### src/rtl/issue_filter.sv
// issue_filter
//   Streams filter_length consecutive 18-bit words from the coefficient memory, starting at
//   filter_base_addr. It presents one word per cycle and assigns each issued word round-robin
//   to one of num_allocators allocators. It honours the allocators' stall request and raises
//   a sticky done once every word has been issued.
//
// Ports
//   clk                  in   clock, rising edge
//   rst                  in   asynchronous active-high reset
//   filter_length        in   number of words to issue (0..8191), held stable while not done
//   filter_block         in   stall: current word not accepted this cycle
//   filter_read_addr     out  memory read port A address (combinational)
//   filter_read_data     in   memory read data, one cycle after the address
//   filter_data          out  word being offered (pass-through of filter_read_data)
//   filter_valid         out  filter_data holds a filter word
//   filter_issue_counter out  allocator index for the current word
//   filter_blocked       out  filter_valid & filter_block
//   done                 out  all words issued, sticky until reset
module issue_filter #(
  parameter int unsigned num_allocators   = 1,
  parameter logic [15:0] filter_base_addr = 16'd0,
  localparam int unsigned AW = (num_allocators > 1) ? $clog2(num_allocators) : 1
) (
  input  logic          clk,
  input  logic          rst,
  input  logic [12:0]   filter_length,
  input  logic          filter_block,
  output logic [15:0]   filter_read_addr,
  input  logic [17:0]   filter_read_data,
  output logic [17:0]   filter_data,
  output logic          filter_valid,
  output logic [AW-1:0] filter_issue_counter,
  output logic          filter_blocked,
  output logic          done
);

  localparam logic [AW-1:0] LastAlloc = AW'(num_allocators - 1);

  logic [13:0] ptr;
  logic [12:0] cur;
  logic [13:0] fetch_idx;
  logic        issue;
  logic        has_more;
  logic        is_last;

  always_comb begin
    // While stalled, re-read the presented word so the memory output keeps showing it.
    fetch_idx        = (filter_block & filter_valid) ? {1'b0, cur} : ptr;
    filter_read_addr = filter_base_addr + {2'b00, fetch_idx};
    filter_data      = filter_read_data;
    filter_blocked   = filter_valid & filter_block;
    issue            = filter_valid & ~filter_block;
    has_more         = ptr < {1'b0, filter_length};
    is_last          = cur == (filter_length - 13'd1);
  end

  always_ff @(posedge clk or posedge rst) begin
    if (rst) begin
      ptr                  <= '0;
      cur                  <= '0;
      filter_valid         <= 1'b0;
      filter_issue_counter <= '0;
      done                 <= 1'b0;
    end else begin
      if (!filter_block) begin
        if (has_more && !done) begin
          cur          <= ptr[12:0];
          ptr          <= ptr + 14'd1;
          filter_valid <= 1'b1;
        end else begin
          filter_valid <= 1'b0;
        end
        if (issue) begin
          filter_issue_counter <= (filter_issue_counter == LastAlloc) ? '0
                                : filter_issue_counter + AW'(1);
        end
      end
      // An empty filter is finished as soon as the first edge after reset arrives.
      if ((issue && is_last) || (filter_length == 13'd0)) begin
        done <= 1'b1;
      end
    end
  end

endmodule

### config.mk
export PLATFORM = sky130hd
export DESIGN_NAME = issue_filter
export DESIGN_NICKNAME = d
export VERILOG_FILES = /design/src/rtl/issue_filter.sv
export SDC_FILE = /design/constraint.sdc
export NUM_CORES = 1
export LEC_CHECK = 0
export ABC_AREA = 1
export CELL_PAD_IN_SITES_DETAIL_PLACEMENT = 0
export CELL_PAD_IN_SITES_GLOBAL_PLACEMENT = 1
export CORE_ASPECT_RATIO = 1.5
export CORE_MARGIN = 5
export CORE_UTILIZATION = 35
export CTS_CLUSTER_SIZE = 30
export DETAILED_ROUTE_END_ITERATION = 10
export PLACE_DENSITY_LB_ADDON = 0.1
export SYNTH_ARGS = -nofsm -noshare
export SYNTH_HDL_FRONTEND = slang
export SYNTH_SLANG_ARGS = --single-unit
### constraint.sdc
create_clock -name clk -period 2.3 [get_ports clk]
set_input_delay 0.46 -clock clk [delete_from_list [all_inputs] [get_ports clk]]
set_output_delay 0.46 -clock clk [all_outputs]
set_load 0.05 [all_outputs]
==> results of run 1 <==
==> repair_timing <==
item / CTS / global route
pin swaps: 0 / 9
endpoints found under the setup margin: 3 / 8
buffers inserted: 0 / 0
endpoints found under the hold margin: 0 / 0
cloned: 0 / 4
gates resized for setup: 1 / 16
==> cells in the final DEF, fill, tap and decap left out, types with 5 or more instances in the layout <==
cell             synthesis  routed
buf_12                   0      15
buf_4                   21      34
clkbuf_16                0       9
clkdlybuf4s50_1          0      14
dfrtp_1                 29      29
ha_1                    14       8
ha_4                     0       6
inv_1                   63      61
inv_2                    3       5
nand2_1                111     111
nand3_1                 26      25
nand4_1                  6       6
nor2_1                  23      22
nor3_1                   7       7
o21ai_0                 13       8
o21ai_2                 28      28
xnor2_1                  7       7
xor2_1                  11      11
==> stage by stage <==
stage	setup TNS, ns	area [sq um]
after global placement	-2.045	3368
after global routing	0	3714
after detailed placement	-2.418	3368
final	0	3714
after floorplan	-1.347	2746
after CTS	0	3511
==> power by group through the flow <==
| stage | Clock, mW | Combinational, mW | Sequential (mW) |
|---|---|---|---|
| after CTS | 0.629 | 0.157 | 0.511 |
| after detailed placement | 0 | 0.156 | 0.520 |
| after global placement | 0 | 0.156 | 0.520 |
| after global routing | 0.652 | 0.179 | 0.511 |
| after floorplan | 0 | 0.164 | 0.520 |
| final | 0.611 | 0.159 | 0.511 |
==> cells by family (layout without fill, tap and decap cells) <==
logic type / count (synthesis) / in the layout / share of synthesized area
flip-flops: 29 / 29 / 0.2691
buffers and inverters: 96 / 145 / 0.1791
other: 1 / 3 / 0.001391
AO/OA/AOI/OAI: 49 / 49 / 0.1350
adder cells (fa/ha/maj): 14 / 14 / 0.06497
AND/OR/NAND/NOR: 182 / 182 / 0.2919
XOR/XNOR: 18 / 18 / 0.05847
==> worst max-delay path, cell delays in order <==
cell,delay [ns]
clkdlybuf4s50_1,0.50
inv_2,0.06
ha_4,0.21
nand2_1,0.05
inv_1,0.03
o21ai_1,0.12
nand2_1,0.12
a21oi_4,0.18
nand4_4,0.24
clkbuf_16,0.26
nand2_1,0.07
o21ai_2,0.05
==> routing by layer <==
layer / up-vias / GRT usage
met1: 1187 / 0.1845
li1: 1295 / -
met2: 36 / 0.2740
met4: 0 / 0.05301
met3: 9 / 0.02527
met5: - / 0
==> layout make-up <==
class,count,area [sq um],area share
sequential,29,725.7,0.1954
tap,102,127.6,0.03437
clock inverter,2,10.01,0.002695
timing repair buffer,70,833.3,0.2244
multi-input combinational,266,1632,0.4394
inverter,67,256.5,0.06907
clock buffer,6,128.9,0.03470
==> path summary, 6_finish.rpt <==
check	from	to	slack (ns)	cells past startpoint
max	filter_length[7]	cur[6]	0.10	12
min	cur[10]	cur[10]	0.51	2
max reg2reg	ptr[9]	cur[6]	0.29	10
min reg2reg	cur[10]	cur[10]	0.51	2
max in group asynchronous	rst	cur[11]	1.45	3
min in group asynchronous	rst	cur[3]	0.56	3
==> state kept, by name (all words and copies together) (netlist names) <==
| signal | cells |
|---|---|
| cur | 13 |
| done | 1 |
| filter_valid | 1 |
| ptr | 14 |
==> summary.md, run 1 <==
| Metric | Value |
|---|---|
| Run status | complete, no violations |
| CTS H-tree depth | 2 |
| Initial antenna violation count | 0 |
| Worst Clk Skew | 0.002875 ns |
| Worst Path Required | 2.46 ns |
| GRT Total Usage | 0.1552 |
| Via count | 2527 |
| Routed Antenna Nets | 0 |
| FP Rows | 39 |
| Switch Pwr | 301.2 uW |
| Post-layout util | 0.4910 |
| CTS Sinks | 29 |
| Core area | 0.007564 sq mm |
| Die area | 0.009596 sq mm |
| Max FO, Critical Path | 7 |
| Post-synth top area share | 0.2691 |
| Number of instances in the placed design | 530 |
| Top layer reached by signal wires | met4 |
| Synth cell count leaders | 111 x nand2_1, 63 x inv_1, 29 x dfrtp_1 |
| Wire length on met2 | 3.926 mm |
| IO Pins | 72 |
| P_int | 980.2 uW |
| DR iter-0 viols | 75 |
| Synth warn | 0 |
| Crit start category | input pin |
| Worst slew pin tran | 0.4981 ns |
| Ys flop type | dfrtp_1 |
| Drt total wl | 7.355 mm |
| Residual DRC | 0 |
| Pin count of the biggest net entering global routing | 31 |
| Fmax achieved | 454.6 MHz |
| Slew Viols, Final | 0 |
| Syn-to-layout area delta | 37.73% |
| Final hold slack | 0.5057 ns |
| Rel. slew slack | 0.6669 |
| DR WL/cell | 13.57 microns |
| TritonRoute pass-1 iters | 4 |
| Post-synth EDFFs | 0 |
| Tmin final | 2.200 ns |
| Worst setup margin | 0.1004 ns |
| Yosys top cell by area | dfrtp_1 |
| DRT met1 WL | 3.077 mm |
| Comb pwr share | 0.124 |
| Share of layout cells above drive strength 1 | 0.2659 |
| Die Wd | 81.67 microns |
| Top cells by area, synth | dfrtp_1 27%, nand2_1 15%, o21ai_2 9.1%, inv_1 8.8%, ha_1 6.5% |
| # diodes | 0 |
| Max Buffers Root-to-Sink | 2 |
| Vias in the first global route | 2447 |
| Chip Height | 117.5 microns |
| Seq pwr share | 0.399 |
| Pre-CTS setup slack | -0.1061 ns |
| Sw Ratio | 0.2350 |
| Synthesized flop and latch total | 29 |
| Dpl hpwl | 5.798 mm |
| Critical path class | input pin to flop |
| CTS tree | built |
| Starting Density | 0.3565 |
| GRT overflow | 0 |
| Clock share of power | 0.477 |
| CTS buffer count | 5 |
| Final setup viols | 0 |
| Gate Count Post-Synth | 389 |
| CTS Hold Buffers Added | 0 |
| Synth Cell Area | 0.002696 sq mm |
| Max cap viols | 0 |
| Register area share after synthesis | 0.2691 |
| First-pass GRT wire length | 11.54 mm |
| Worst-skew pair later-pin latency | 0.27 ns |
| WL met3 | 221 microns |
| Final Cycle Share | 0.9564 |
| Pwr Total | 1.281 mW |
| Post-Syn Area per Cell | 6.931 sq um |
| CTS root buffer | clkbuf_16 |
| Pwr per Cell Area | 345.0 mW/mm^2 |
| # fillers | 766 |
| RSZ-0062 raised after global routing | no |
| Routed vias/inst | 4.662 |
| WP data arrival | 2.36 ns |
| Crit. End Element | flop |
| VDD IR max | 0.3408 mV |
| Distinct cells, synth | 30 |
| Nets@finish | 487 |
| IO Port Bufs | 32 |
| Clk slew on worst S/H paths | 0.05 ns |
| Post-synth ARST share | 1.000 |
| Hold crit path type | flop to flop |
| Hold Violations, Final | 0 |
| Pleak | 1.709 nW |
| Most frequent cell after synthesis | nand2_1 |
| Final non-filler cell total | 542 |
| Final GP Congestion | 0.8258 |
No activity file was read; power rests on OpenSTA's default activity.
==> run 2, diff against run 1 <==
--- a/config.mk
+++ b/config.mk
@@ -14,6 +14,7 @@
 export CTS_CLUSTER_SIZE = 30
 export DETAILED_ROUTE_END_ITERATION = 10
 export PLACE_DENSITY_LB_ADDON = 0.1
+export SKIP_CTS_REPAIR_TIMING = 1
 export SYNTH_ARGS = -nofsm -noshare
 export SYNTH_HDL_FRONTEND = slang
 export SYNTH_SLANG_ARGS = --single-unit
==> summary.md, run 2 (synthesized netlist as in run 1, its figures left out) <==
| Metric | Value |
|---|---|
| Largest Register | ptr |
| Tmin final | 2.204 ns (+0.004370 ns) |
| Final non-filler cell total | 540 (-0.37%) |
| GRT overflow | 0 (unchanged) |
| Clk slew on worst S/H paths | 0.05 ns (about the same) |
| Via count | 2507 (-0.79%) |
| IO Pins | 72 (unchanged) |
| Chip Height | 117.5 microns (unchanged) |
| CTS Sinks | 29 (unchanged) |
| CTS H-tree depth | 2 (unchanged) |
| FF-to-FF setup slack | 0.36 ns (+0.07 ns) |
| Core area | 0.007564 sq mm (unchanged) |
| TritonRoute pass-1 iters | 4 (unchanged) |
| Max FO, Critical Path | 20 (+13) |
| Routed Antenna Nets | 0 (unchanged) |
| Syn-to-layout area delta | 33.36% |
| CTS root buffer | clkbuf_16 |
| Run status | complete, no violations |
| Critical Path Max Stage Delay | 0.48 ns (-0.02 ns) |
| Drt total wl | 7.200 mm (-2.1%) |
| Most frequent cells in the layout | 111 x nand2_1, 63 x inv_1, 34 x buf_4, 29 x dfrtp_1, 28 x o21ai_2 |
| RSZ-0062 raised after global routing | no |
| DR WL/cell | 13.33 microns (-1.7%) |
| Fmax achieved | 453.7 MHz (-0.20%) |
| Die area | 0.009596 sq mm (unchanged) |
| Worst Path Required | 1.84 ns (-0.62 ns) |
| Starting Density | 0.3565 (unchanged) |
| Worst R2R End | ptr[3] |
| Rel. slew slack | 0.6669 (unchanged) |
| Final setup viols | 0 (unchanged) |
| Number of instances in the placed design | 530 (unchanged) |
| # diodes | 0 (unchanged) |
| Crit. End Element | output pin |
| Initial antenna violation count | 0 (unchanged) |
| Pin count of the biggest net entering global routing | 31 (unchanged) |
| WP data arrival | 1.74 ns (-0.62 ns) |
| WHS Path Cells | 2 (unchanged) |
| Largest delay share family, worst path | buffers and inverters |
| Max Buffers Root-to-Sink | 2 (unchanged) |
| CTS buffer count | 5 (unchanged) |
| Crit path launch | filter_block |
| VDD IR max | 0.3414 mV (+0.18%) |
| Max reg flops | 14 (unchanged) |
| Most common cell after layout, fill and taps aside | nand2_1 |
| Reg2reg path depth | 10 (unchanged) |
| DR iter-0 viols | 77 (+2.7%) |
| FP Rows | 39 (unchanged) |
| Vias in the first global route | 2447 (unchanged) |
| Final hold slack | 0.5056 ns (-0.00009500 ns) |
| Slew Viols, Final | 0 (unchanged) |
| Crit path depth | 7 (-5) |
| R2r startpoint | ptr[9] |
| Final GP Congestion | 0.8258 (unchanged) |
| Max cap viols | 0 (unchanged) |
| Nets@finish | 485 (-0.41%) |
| Worst Setup EP | filter_read_addr[8] |
| Pleak | 1.659 nW (-2.9%) |
| First-pass GRT wire length | 11.54 mm (unchanged) |
| Die Wd | 81.67 microns (unchanged) |
| Final Cycle Share | 0.9583 (+0.001900) |
| CTS tree | built |
| Worst-skew pair later-pin latency | 0.27 ns (about the same) |
| Critical path class | input pin to output pin |
| Worst Clk Skew | 0.003965 ns (+0.001090 ns) |
| Routed vias/inst | 4.643 (-0.42%) |
| Top flop regs | ptr x14, cur x13 |
| Residual DRC | 0 (unchanged) |
| Critical path's slowest cell | clkdlybuf4s50_1 |
| GRT Total Usage | 0.1552 (unchanged) |
| Crit path buffers/inverters | 4 (unchanged) |
| Hold crit path type | flop to flop |
| Share of layout cells above drive strength 1 | 0.2443 (-0.02162) |
| IO Port Bufs | 32 (unchanged) |
| Worst slew pin tran | 0.4981 ns (unchanged) |
| Crit start category | input pin |
| Dpl hpwl | 5.798 mm (unchanged) |
| Pwr Total | 1.275 mW (-0.50%) |
| Crit path cell chain | clkdlybuf4s50_1, nand2_1, buf_12, inv_4, nand2_1, o21ai_4, buf_12 |
| Hold Violations, Final | 0 (unchanged) |
| Pwr per Cell Area | 354.5 mW/mm^2 (+2.8%) |
run 2: area by class of cell:
class                           instances  area [sq um]
Tap cell                              102         127.6
Multi-Input combinational cell        266          1574
Sequential cell                        29         725.7
Clock inverter                          2         10.01
Inverter                               67         254.0
Clock buffer                            6         128.9
Fill cell                             782          3968
Timing Repair Buffer                   68         775.7
run 2: per-stage QoR:
stage          cell area [sq um]  utilization  TNS [ns]  setup slack [ns]
6_report                    3596       0.4754         0           0.09598
2_1_floorplan               2746            -    -1.347           -0.1925
4_1_cts                     3507       0.4637  -0.03259          -0.01254
3_5_place_dp                3368       0.4453    -2.418           -0.1061
3_3_place_gp                3368       0.4453    -2.045          -0.08917
5_1_grt                     3596       0.4754         0         0.0003941
run 2: tightest hold or removal path: cells and delay by family (launching register included):
kind | cells | cell delay (ns)
AOI/OAI and AO/OA | 1 | 0.05
DFF | 1 | 0.36
and+or+nand+nor | 1 | 0.07
run 2: power breakdown:
part / internal, mW / switching, mW
Sequential: 0.511 / 0
Combinational: 0.0715 / 0.0841
Clock: 0.396 / 0.212
run 2: worst min path at each step:
stage                        from  endpoint  slack (ns)
after global routing      cur[10]   cur[10]        0.53
after floorplan            cur[0]    cur[0]        0.48
after CTS                 cur[10]   cur[10]        0.51
final                     cur[10]   cur[10]        0.51
after global placement    cur[10]   cur[10]        0.49
after detailed placement  cur[10]   cur[10]        0.50
run 2: metal layers:
layer,share of wire,vias to the layer above,global-route usage
met2,0.53,34,0.2740
met3,0.031,9,0.02527
met1,0.42,1169,0.1845
met5,0,-,0
met4,0.018,0,0.05301
li1,-,1295,-
